===== src/rtl/mem_stage_lsu.sv =====
// mem_stage_lsu: MEM-stage load/store unit driving a valid/ready data-memory port with stall, extension and timeout
module mem_stage_lsu #(
  parameter int TIMEOUT_CYCLES = 16,
  parameter int CNT_W = 8
) (
  input  logic        clk,
  input  logic        reset,
  input  logic        mem_readM,
  input  logic        mem_writeM,
  input  logic [2:0]  funct3M,
  input  logic [31:0] alu_resultM,
  input  logic [31:0] rd2_M,
  output logic        dmem_req,
  output logic        dmem_we,
  output logic [31:0] dmem_addr,
  output logic [31:0] dmem_wdata,
  output logic [3:0]  dmem_be,
  input  logic        dmem_ready,
  input  logic        dmem_rvalid,
  input  logic [31:0] dmem_rdata,
  output logic [31:0] read_data_m,
  output logic        stall_m,
  output logic        lsu_err,
  output logic        bus_err
);
  typedef enum logic [1:0] {S_IDLE, S_REQ, S_WAIT, S_DONE} state_t;
  localparam logic [CNT_W-1:0] TO_LAST = CNT_W'(TIMEOUT_CYCLES - 1);
  state_t state, state_n;
  logic [CNT_W-1:0] cnt;
  logic [2:0] f3;
  logic [1:0] a_lo;
  logic access, bad, idle, go, tmo;
  logic [3:0] be_n;
  logic [31:0] wd_n, ext;
  logic [7:0] b_l;
  logic [15:0] h_l;
  assign access = mem_readM | mem_writeM;
  assign bad = (mem_writeM ? (funct3M[2] | &funct3M[1:0]) : (funct3M[1] & (funct3M[0] | funct3M[2])))
             | (funct3M[1:0] == 2'b01 & alu_resultM[0])
             | (funct3M[1:0] == 2'b10 & |alu_resultM[1:0]);
  assign idle = state == S_IDLE;
  assign go = idle & access & ~bad;
  assign tmo = (TIMEOUT_CYCLES != 0) && (cnt == TO_LAST);
  assign be_n = ~mem_writeM ? 4'hf : funct3M[1] ? 4'hf : funct3M[0] ? (alu_resultM[1] ? 4'hc : 4'h3)
              : 4'b0001 << alu_resultM[1:0];
  assign wd_n = ~mem_writeM ? 32'h0 : funct3M[1] ? rd2_M : funct3M[0] ? {2{rd2_M[15:0]}} : {4{rd2_M[7:0]}};
  assign b_l = dmem_rdata[{a_lo, 3'b000} +: 8];
  assign h_l = a_lo[1] ? dmem_rdata[31:16] : dmem_rdata[15:0];
  assign ext = f3[1] ? dmem_rdata : f3[0] ? {{16{~f3[2] & h_l[15]}}, h_l} : {{24{~f3[2] & b_l[7]}}, b_l};
  always_ff @(posedge clk or negedge reset)
    if (!reset) state <= S_IDLE;
    else state <= state_n;
  always_comb begin
    state_n = state;
    case (state)
      S_IDLE: state_n = go ? S_REQ : S_IDLE;
      S_REQ:  state_n = dmem_ready ? (dmem_we ? S_DONE : S_WAIT) : tmo ? S_DONE : S_REQ;
      S_WAIT: state_n = (dmem_rvalid | tmo) ? S_DONE : S_WAIT;
      default: state_n = S_IDLE;
    endcase
  end
  always_comb begin
    lsu_err = reset & idle & access & bad;
    stall_m = reset & (go | state == S_REQ | state == S_WAIT);
  end
  always_ff @(posedge clk or negedge reset)
    if (!reset) begin
      dmem_req <= 1'b0;
      dmem_we <= 1'b0;
      dmem_addr <= '0;
      dmem_wdata <= '0;
      dmem_be <= '0;
      read_data_m <= '0;
      bus_err <= 1'b0;
      cnt <= '0;
      f3 <= '0;
      a_lo <= '0;
    end else begin
      bus_err <= 1'b0;
      case (state)
        S_IDLE:
          if (go) begin
            dmem_req <= 1'b1;
            dmem_we <= mem_writeM;
            dmem_addr <= {alu_resultM[31:2], 2'b00};
            dmem_wdata <= wd_n;
            dmem_be <= be_n;
            f3 <= funct3M;
            a_lo <= alu_resultM[1:0];
            cnt <= '0;
          end
        S_REQ:
          if (dmem_ready) begin
            dmem_req <= 1'b0;
            cnt <= '0;
          end else if (tmo) begin
            dmem_req <= 1'b0;
            bus_err <= 1'b1;
            if (!dmem_we) read_data_m <= '0;
          end else cnt <= cnt + 1'b1;
        S_WAIT:
          if (dmem_rvalid) read_data_m <= ext;
          else if (tmo) begin
            bus_err <= 1'b1;
            read_data_m <= '0;
          end else cnt <= cnt + 1'b1;
        default: ;
      endcase
    end
endmodule


===== config.mk =====
export PLATFORM = sky130hd
export DESIGN_NAME = mem_stage_lsu
export DESIGN_NICKNAME = d
export VERILOG_FILES = /design/src/rtl/mem_stage_lsu.sv
export SDC_FILE = /design/constraint.sdc
export NUM_CORES = 1
export LEC_CHECK = 0
export CAP_MARGIN = 20
export CORE_MARGIN = 2
export CORE_UTILIZATION = 41
export DETAILED_ROUTE_END_ITERATION = 7
export PLACE_DENSITY = 0.84
export SLEW_MARGIN = 0
export SYNTH_ARGS = -nofsm -noshare
export SYNTH_HDL_FRONTEND = slang
export SYNTH_SLANG_ARGS = --single-unit

===== constraint.sdc =====
create_clock -name clk -period 1.95 [get_ports clk]
set_input_delay 0.39 -clock clk [delete_from_list [all_inputs] [get_ports clk]]
set_output_delay 0.39 -clock clk [all_outputs]
set_load 0.02 [all_outputs]

* Word level (Yosys, flattened, before mapping)
Index checks and enable logic that the tools add are counted.
Word-level totals: flip-flop bits (word level) 116, input bits 105
Cells by class: $add $sub $neg 1, equality and inequality tests 12, shift operators 2, muxes and demuxes 36, bitwise logic cells 21, reduce and logical (&&, ||, !) cells 10
Operators by type and width (count):
- $mux 32 | 10
- $pmux 32 s2 | 1
- $mux 8 | 4
- $shiftx 32x6->8 | 1
- $pmux 8 s3 | 1
- $mux 16 | 1
- $mux 4 | 4
- $and 1x1->1 | 11
- $mux 1 | 10
- $add 8x1->8 const B | 1
- $eq 8x4->1 const B | 1
- $ne 2x2->1 const B | 4
- $or 1x1->1 | 8
- $ne 3x3->1 const B | 2
- $pmux 2 s3 | 1
- $reduce_and 3->1 | 2
- $reduce_and 5->1 | 1
- $eq 2x1->1 const B | 2
- $eq 2x2->1 const B | 2
- $mux 2 | 2
- $pmux 1 s2 | 2
- $reduce_and 2->1 | 2
- $reduce_bool 2->1 | 2
- $shl 1x2->4 const A | 1
- 5 further kinds | 6

* Logic depth before layout (Yosys ltp)
Gate-level depths: netlist (run 1).
word-level depth 10, depth in mapped cells 8, mapped depth without buffers 7

* Worst setup path before layout (run 1)
No wires, ideal clock.
path type register to register, start register cnt[0], end register read_data_m[24], arrival time 1967 ps, path slack -94 ps, stages on the path, launching flop included 8, cell sequence dfrtp_1 ha_1 nand4b_1 or4_4 a211oi_4 o21ai_2 buf_6 o21ai_1
On the way: word-level cells in the longest chain between the ends 3, elaborated cells on any way between the ends 4, classes of those cells eq/ne (3); reduce/logical (1)
Ends and longest elaborated chain:
- start: declaration | RTL line 29 | logic [CNT_W-1:0] cnt;
- start signal: assignment | RTL line 100 | end else cnt <= cnt + 1'b1;
- start signal: assignment | RTL line 106 | end else cnt <= cnt + 1'b1;
- $eq 8x4->1 * | RTL line 43 | assign tmo = (TIMEOUT_CYCLES != 0) && (cnt == TO_LAST);
- $ne 3x3->1 (no line) / $ne 2x2->1 (equally long branches)
- $reduce_and 5->1 (no line) *
- end signal: assignment | RTL line 102 | if (dmem_rvalid) read_data_m <= ext;
- end: declaration | RTL line 21 | output logic [31:0] read_data_m,
Every way passes the cells marked *; elsewhere a longest branch is shown, timed or not. A chain may end at the register's enable or synchronous reset.

* Final worst setup path (run 1)
start input port funct3M[1], end output port stall_m
On the way: word-level cells in the longest chain between the ends 10, elaborated cells on any way between the ends 15, classes of those cells eq/ne (2); mux (1); bitwise (11); reduce/logical (1)
Ends and longest elaborated chain:
- start: declaration | RTL line 10 | input logic [2:0] funct3M,
- $reduce_and 2->1 | RTL line 38 | assign bad = (mem_writeM ? (funct3M[2] | &funct3M[1:0]) : (funct3M[1] & (funct3M[0] | funct3M[2])))
- $or 1x1->1 | RTL line 38
- $mux 1 | RTL line 38
- $or 1x1->1 | RTL line 39 | | (funct3M[1:0] == 2'b01 & alu_resultM[0])
- $or 1x1->1 * | RTL line 40 | | (funct3M[1:0] == 2'b10 & |alu_resultM[1:0]);
- $not 1->1 * | RTL line 42 | assign go = idle & access & ~bad;
- $and 1x1->1 * | RTL line 42
- $or 1x1->1 * (2 in a row) | RTL line 64 | stall_m = reset & (go | state == S_REQ | state == S_WAIT);
- $and 1x1->1 * | RTL line 64
- end: declaration | RTL line 22 | output logic stall_m,
Marked as above.

==> results of run 1 <==
metal layers:
metal  track usage  routed length, µm  up-vias
met3        0.0918               1990       72
met1         0.290               6950     2701
met5             0                 27        -
li1              -                  -     2684
met2         0.408               8630      313
met4         0.126                703        4
cell usage after synthesis, types with 2 or more instances:
cell type	instances	area, µm²
a21oi_1	8	40.0
a221oi_1	7	61.3
a22oi_1	2	15.0
a31oi_1	9	56.3
buf_1	4	15.0
buf_2	6	30.0
buf_4	2	15.0
clkbuf_1	31	116
dfrtp_1	116	2900
ha_1	5	62.6
inv_1	15	56.3
mux2_2	19	214
mux2i_1	10	100
nand2_1	237	890
nand2b_1	3	18.8
nand3_1	2	10.0
nor2_1	17	63.8
nor2b_1	22	138
nor3_1	9	45.0
nor3b_1	3	22.5
nor4_1	2	12.5
o21a_1	3	22.5
o21ai_0	79	395
o21ai_1	9	45.0
o21ai_2	5	43.8
o221ai_1	6	52.6
o22a_1	2	17.5
o22ai_1	2	12.5
o31ai_1	3	22.5
registers in the layout (all words and copies together) (netlist names):
name	count
dmem_req	1
bus_err	1
dmem_addr	30
f3	3
dmem_we	1
state	2
dmem_wdata	32
cnt	8
a_lo	2
dmem_be	4
read_data_m	32
area by class of cell:
type	count	area, µm²	area share
sequential	116	2900	0.320
multi-input combinational	483	2710	0.299
timing repair buffer	266	2600	0.287
clock buffer	17	425	0.0469
tap	176	220	0.0243
clock inverter	15	158	0.0174
inverter	15	56.3	0.00621
power by group:
group          total [mW]  internal, mW  switching [mW]
clock                3.04          1.88            1.16
combinational        6.78          3.15            3.62
sequential           4.15          3.46           0.686
total                14.0          8.50            5.47
worst max-delay path: cells and delay by family:
kind                   cells  cell delay [ns]
buffers and inverters      2             0.63
AO/OA/AOI/OAI              2             0.30
AND/OR/NAND/NOR            2             0.28
kinds of logic (layout without fill, tap and decap cells):
| group | Yosys count | count (layout) |
|---|---|---|
| mux | 29 | 29 |
| compound gates | 143 | 144 |
| fa+ha+maj | 5 | 5 |
| flops | 116 | 116 |
| simple gates | 303 | 303 |
| buf+inv | 59 | 313 |
| other cells | 1 | 2 |
through the flow:
stage | hold slack, ns | std cells | setup slack [ns] | area, µm²
3_3_place_gp | 0.209 | 1047 | -0.616 | 8220
5_1_grt | 0.342 | 1088 | -0.131 | 9070
6_report | 0.339 | 1088 | -0.0441 | 9070
4_1_cts | 0.331 | 1083 | -0.0671 | 8900
3_5_place_dp | 0.210 | 1047 | -0.645 | 8220
2_1_floorplan | 0.0944 | 657 | -0.0694 | 5680
final timing paths:
kind	startpoint	endpoint	slack [ns]	cells after the start
max	funct3M[1]	stall_m	-0.04	6
min	reset	dmem_wdata[30]	0.34	2
max reg2reg	cnt[1]	read_data_m[18]	-0.02	7
min reg2reg	dmem_addr[7]	dmem_addr[7]	0.48	2
max in group asynchronous	reset	dmem_wdata[23]	0.75	3
min in group clk	dmem_addr[7]	dmem_addr[7]	0.48	2
repair_timing:
action,CTS,global route
gates cloned,1,2
hold buffers,1,0
buffers inserted,2,3
endpoints found under the hold margin,2,0
resized for setup,33,28
setup endpoints to repair,33,40
pin swaps,4,23
==> impl_metrics.py, run 1 <==
metrics = {
    "synth": {
        "synthDistinctLibCells": 47,
        "synthArstFlopShare": 1.00,
        "yosys_warnings": 0,
        "synth_xor_area_frac": 0,
        "synth-compound-area-share": 0.154,
        "ys.flop_type": "dfrtp_1",
        "syn_inst": 656,
        "synth_adder_area_share": 0.0110,
        "synth_mux_area_frac": 0.0554,
        "synth_simple_gate_area_frac": 0.224,
        "synth_top_family_by_area": "simple AND/OR/NAND/NOR gates",
        "synth_edf_count": 0,
        "synth.cell_area_mm2": 0.00567,
        "ys_seq_area_frac": 0.512,
        "synth_seq_cells": 116,
        "avgSynthCellArea_um2": 8.64,
    },
    "timing": {
        "grt_setup_unrepaired": "true",
        "setup_tns_ns": -0.125,
        "maxSlewViolCount": 0,
        "skew_ns": 0.0121,
        "slew_headroom": 0.525,
        "finalSetupViolations": 8,
        "worstMarginPinSlew_ns": 0.706,
        "fin_crit_ns": 1.99,
        "fin_ws_ns": -0.0441,
        "clock.fmax_mhz": 501,
        "finalCritPeriodShare": 1.02,
        "hold_viol_final": 0,
    },
    "die": {
        "start_util": 0.425,
        "dieArea_mm2": 0.0148,
        "core-area_mm2": 0.0133,
        "rows": 42,
        "ios": 210,
        "die_w_um": 122,
        "die_h_um": 122,
    },
    "setup_path": {
        "critical_path_arrival_ns": 1.60,
        "path_class": "input port to output pin",
        "crit_path_end_kind": "output pin",
        "cp_max_fo": 3,
        "worstPathCellList": "clkdlybuf4s50_1, a221oi_2, nor2_2, nor2b_4, o31a_1, buf_6",
        "cp-start-kind": "input port",
        "crit_required_ns": 1.56,
        "cpPeakStageDelay_ns": 0.50,
        "cp_slowest_cell": "clkdlybuf4s50_1",
    },
    "final_layout": {
        "area_delta_synth_final_pct": 60.0,
        "drive_gt1_frac": 0.167,
        "fin_nets": 1009,
        "fill_cells": 1034,
        "final_common_cell": "nand2_1",
        "layout_common_cells": "nand2_1 (236), clkdlybuf4s50_1 (199), dfrtp_1 (116)",
        "n_antenna_cell": 0,
        "utilization": 0.680,
    },
    "detailed_routing": {
        "firstDrtPassIters": 6,
        "wl_mm": 18.3,
        "drtIter0Drc": 504,
        "vias_per_cell": 5.31,
        "vias": 5774,
        "antenna_left": 0,
        "drc_errors": 0,
        "wl_per_cell_um": 16.8,
    },
    "outcome": {
        "status": "finished with violations",
        "violations": "negative setup slack",
    },
    "global_route": {
        "grt_use_total": 0.250,
        "grt_max_degree": 115,
        "antenna_found_initial": 2,
        "grt_pass1_wl_mm": 28.7,
        "grt_pass1_vias": 5804,
        "grt-ovfl-total": 0,
    },
    "clock_tree": {
        "cts_made_buffers": 17,
        "cts_tree": "done",
        "cts_max_path_buffers": 2,
        "clk_pin_slew_ns": 0.05,
        "cts_root_buffer": "clkbuf_16",
        "clock-sinks": 116,
        "clk_latency_ns": 0.41,
        "h-tree-depth": 4,
    },
    "power": {
        "leakage_nw": 4.08,
        "peakVddDrop_mv": 0.946,
        "p_per_area_mw_per_mm2": 1540,
        "power_mw": 14.0,
    },
    "flow_run": {
        "maxCapViolCount": 0,
    },
    "placed_design": {
        "io_buffer_count": 207,
        "gp_congestion": 0.890,
        "dp_hpwl_mm": 12.7,
    },
    "hold_path": {
        "hold_class": "input port to asynchronous set/reset pin",
    },
}
Power figures use the tool's default switching activity.
==> run 2, diff against run 1 <==
- CELL_PAD_IN_SITES_DETAIL_PLACEMENT: not set -> 2
- CELL_PAD_IN_SITES_GLOBAL_PLACEMENT: not set -> 2
- CORE_UTILIZATION: 41 -> 23
- PLACE_DENSITY: 0.84 -> 0.83
==> run 2 against run 1 <==
Compared with the run above:
- the run still ends with negative setup slack left
- cell count grew 15%
- worst setup slack lost 0.081 ns
- cell area grew 5.5%
- clock power grew 1%
- hold slack lost 0.30 ns
- clock-buffer cell count grew 4
- register-to-register slack lost 0.05 ns
- power grew 4.5%
- die area grew 75%
- fmax shrank 3.9%
- flip-flop and latch count is the same
- critical path type is now flop to output pin
- critical endpoint unchanged
- largest cell class unchanged
- highest routed layer is now met4
==> impl_metrics.py, run 2 (synthesized netlist as in run 1, its figures left out) <==
metrics = {
    "outcome": {
        "status": "finished with violations",
        "violations": "negative setup slack",
    },
    "final_layout": {
        "register_area_mm2": 0.00290,
        "reg.largest.list": "dmem_wdata (32), read_data_m (32), dmem_addr (30)",
        "layout_common_cells": "nand2_1 (234), clkdlybuf4s50_1 (198), dfrtp_1 (116)",
        "fin_nets": 1029,
        "drive_gt1_frac": 0.203,
        "final_cell_area_mm2": 0.00957,
        "fill_cells": 2641,
        "area_delta_synth_final_pct": 68.8,
        "final_common_cell": "nand2_1",
        "multi_input_area_mm2": 0.00284,
        "n_antenna_cell": 0,
    },
    "die": {
        "die_h_um": 161,
        "core-area_mm2": 0.0242,
        "rows": 57,
        "ios": 210,
        "dieArea_mm2": 0.0259,
        "die_w_um": 161,
        "start_util": 0.234,
    },
    "detailed_routing": {
        "wl_mm": 24.3,
        "firstDrtPassIters": 4,
        "drc_errors": 0,
        "vias_per_cell": 4.68,
        "drtIter0Drc": 171,
        "wl_per_cell_um": 19.4,
        "antenna_left": 0,
        "vias": 5866,
    },
    "power": {
        "leakage_nw": 4.23,
        "p_per_area_mw_per_mm2": 1520,
        "power_mw": 14.6,
        "peakVddDrop_mv": 0.550,
    },
    "timing": {
        "finalCritPeriodShare": 1.06,
        "fin_crit_ns": 2.08,
        "maxSlewViolCount": 0,
        "finalSetupViolations": 10,
        "slew_headroom": 0.613,
        "setup_tns_ns": -0.441,
        "clock.fmax_mhz": 482,
        "worstMarginPinSlew_ns": 0.581,
        "grt_setup_unrepaired": "true",
        "hold_viol_final": 0,
        "skew_ns": 0.0148,
        "fin_ws_ns": -0.126,
    },
    "clock_tree": {
        "cts_root_buffer": "clkbuf_16",
        "cts_tree": "done",
        "h-tree-depth": 4,
        "cts_made_buffers": 17,
        "clk_latency_ns": 0.42,
        "cts_max_path_buffers": 2,
        "clk_pin_slew_ns": 0.06,
        "clock-sinks": 116,
    },
    "global_route": {
        "grt_pass1_wl_mm": 37.1,
        "grt_use_total": 0.185,
        "grt-ovfl-total": 0,
        "antenna_found_initial": 0,
        "grt_max_degree": 102,
        "grt_pass1_vias": 6445,
    },
    "setup_path": {
        "cp_max_fo": 2,
        "critical_path.top_delay_family": "compound AO/OA/AOI/OAI gates",
        "cp_slowest_cell": "dfrtp_1",
        "crit_path_end_kind": "output pin",
        "cp-start-kind": "flop",
        "crit_path_start": "state[0]",
        "path_class": "flop to output pin",
        "critical_path_arrival_ns": 1.69,
        "r2r-start": "state[0]",
        "crit_required_ns": 1.56,
        "critPathBufInv": 2,
        "cpPeakStageDelay_ns": 0.37,
        "worstPathCellList": "inv_2, ha_4, o21a_1, nor2b_4, o31a_1, buf_6",
    },
    "placed_design": {
        "postPlaceCellArea_mm2": 0.00849,
        "dp_hpwl_mm": 17.1,
        "gp_congestion": 0.777,
        "io_buffer_count": 207,
    },
    "hold_path": {
        "hold_class": "input port to asynchronous set/reset pin",
    },
    "flow_run": {
        "maxCapViolCount": 0,
    },
}
## run 2: cell types whose count changed in the layout (fill, tap and decap cells not counted), moves of 3 or more
| cell | change |
|---|---|
| buf_4 | +16 |
| buf_8 | +3 |
| clkinv_4 | -3 |
| nor4_4 | +3 |
| o21ai_0 | -5 |
| o21ai_1 | -7 |
| o21ai_2 | +11 |
## run 2: worst register-to-register path, stage by stage, from the launching register on
cell and delay [ns]:
dfrtp_1 0.40, inv_2 0.09, ha_4 0.14, o21a_1 0.17
buf_6 0.13, o21ai_4 0.07, a221o_1 0.33, or3_4 0.42
o31ai_4 0.18
## run 2: repair_timing
item                       in CTS  in global routing
hold buffers                    0                  0
cloned                          2                  2
setup buffers                   8                  7
setup endpoints to repair     115                 43
resized for setup              67                 44
pin swaps                      18                 17
## run 2: layout make-up
| cell class | count | share of cell area |
|---|---|---|
| Clock buffer | 21 | 0.0481 |
| Clock inverter | 9 | 0.0111 |
| Inverter | 15 | 0.00588 |
| Multi-Input combinational cell | 482 | 0.296 |
| Sequential cell | 116 | 0.303 |
| Tap cell | 324 | 0.0424 |
| Timing Repair Buffer | 287 | 0.293 |
## run 2: path summary, 6_finish.rpt
path                                       to  slack (ns)  cells past startpoint
worst max register to register         cnt[7]       -0.07                      8
max in group asynchronous          dmem_be[0]        1.42                      2
worst min register to register  dmem_addr[31]        0.48                      2
min in group clk                dmem_addr[31]        0.48                      2
worst min-delay path               dmem_be[3]        0.03                      2
worst max-delay path                  stall_m       -0.13                      6
## run 2: where the power goes
part | internal [mW] | switching [mW]
sequential | 3.46 | 0.659
combinational | 3.34 | 4.04
clock | 1.93 | 1.15
total | 8.73 | 5.86
## run 2: per-stage QoR
step | hold slack [ns] | cells | worst slack [ns] | util
CTS | 0.0309 | 1248 | -0.127 | 0.384
floorplan | 0.0944 | 657 | -0.0694 | -
global route | 0.0468 | 1254 | -0.196 | 0.395
finish | 0.0339 | 1254 | -0.126 | 0.395
detailed placement | 0.465 | 1208 | -0.849 | 0.350
global placement | 0.453 | 1208 | -0.804 | 0.350
## run 2: per-layer routing
layer  wire length [µm]  global-route usage
met1               9900               0.219
met2              12200               0.321
met3               1810              0.0609
met4                422              0.0503
met5                  0                   0
==> run 3, diff against run 2 <==
- CTS_CLUSTER_DIAMETER: not set -> 30
==> results of run 3 <==
No change in the layout: final DEF, timing and power equal those of run 2.
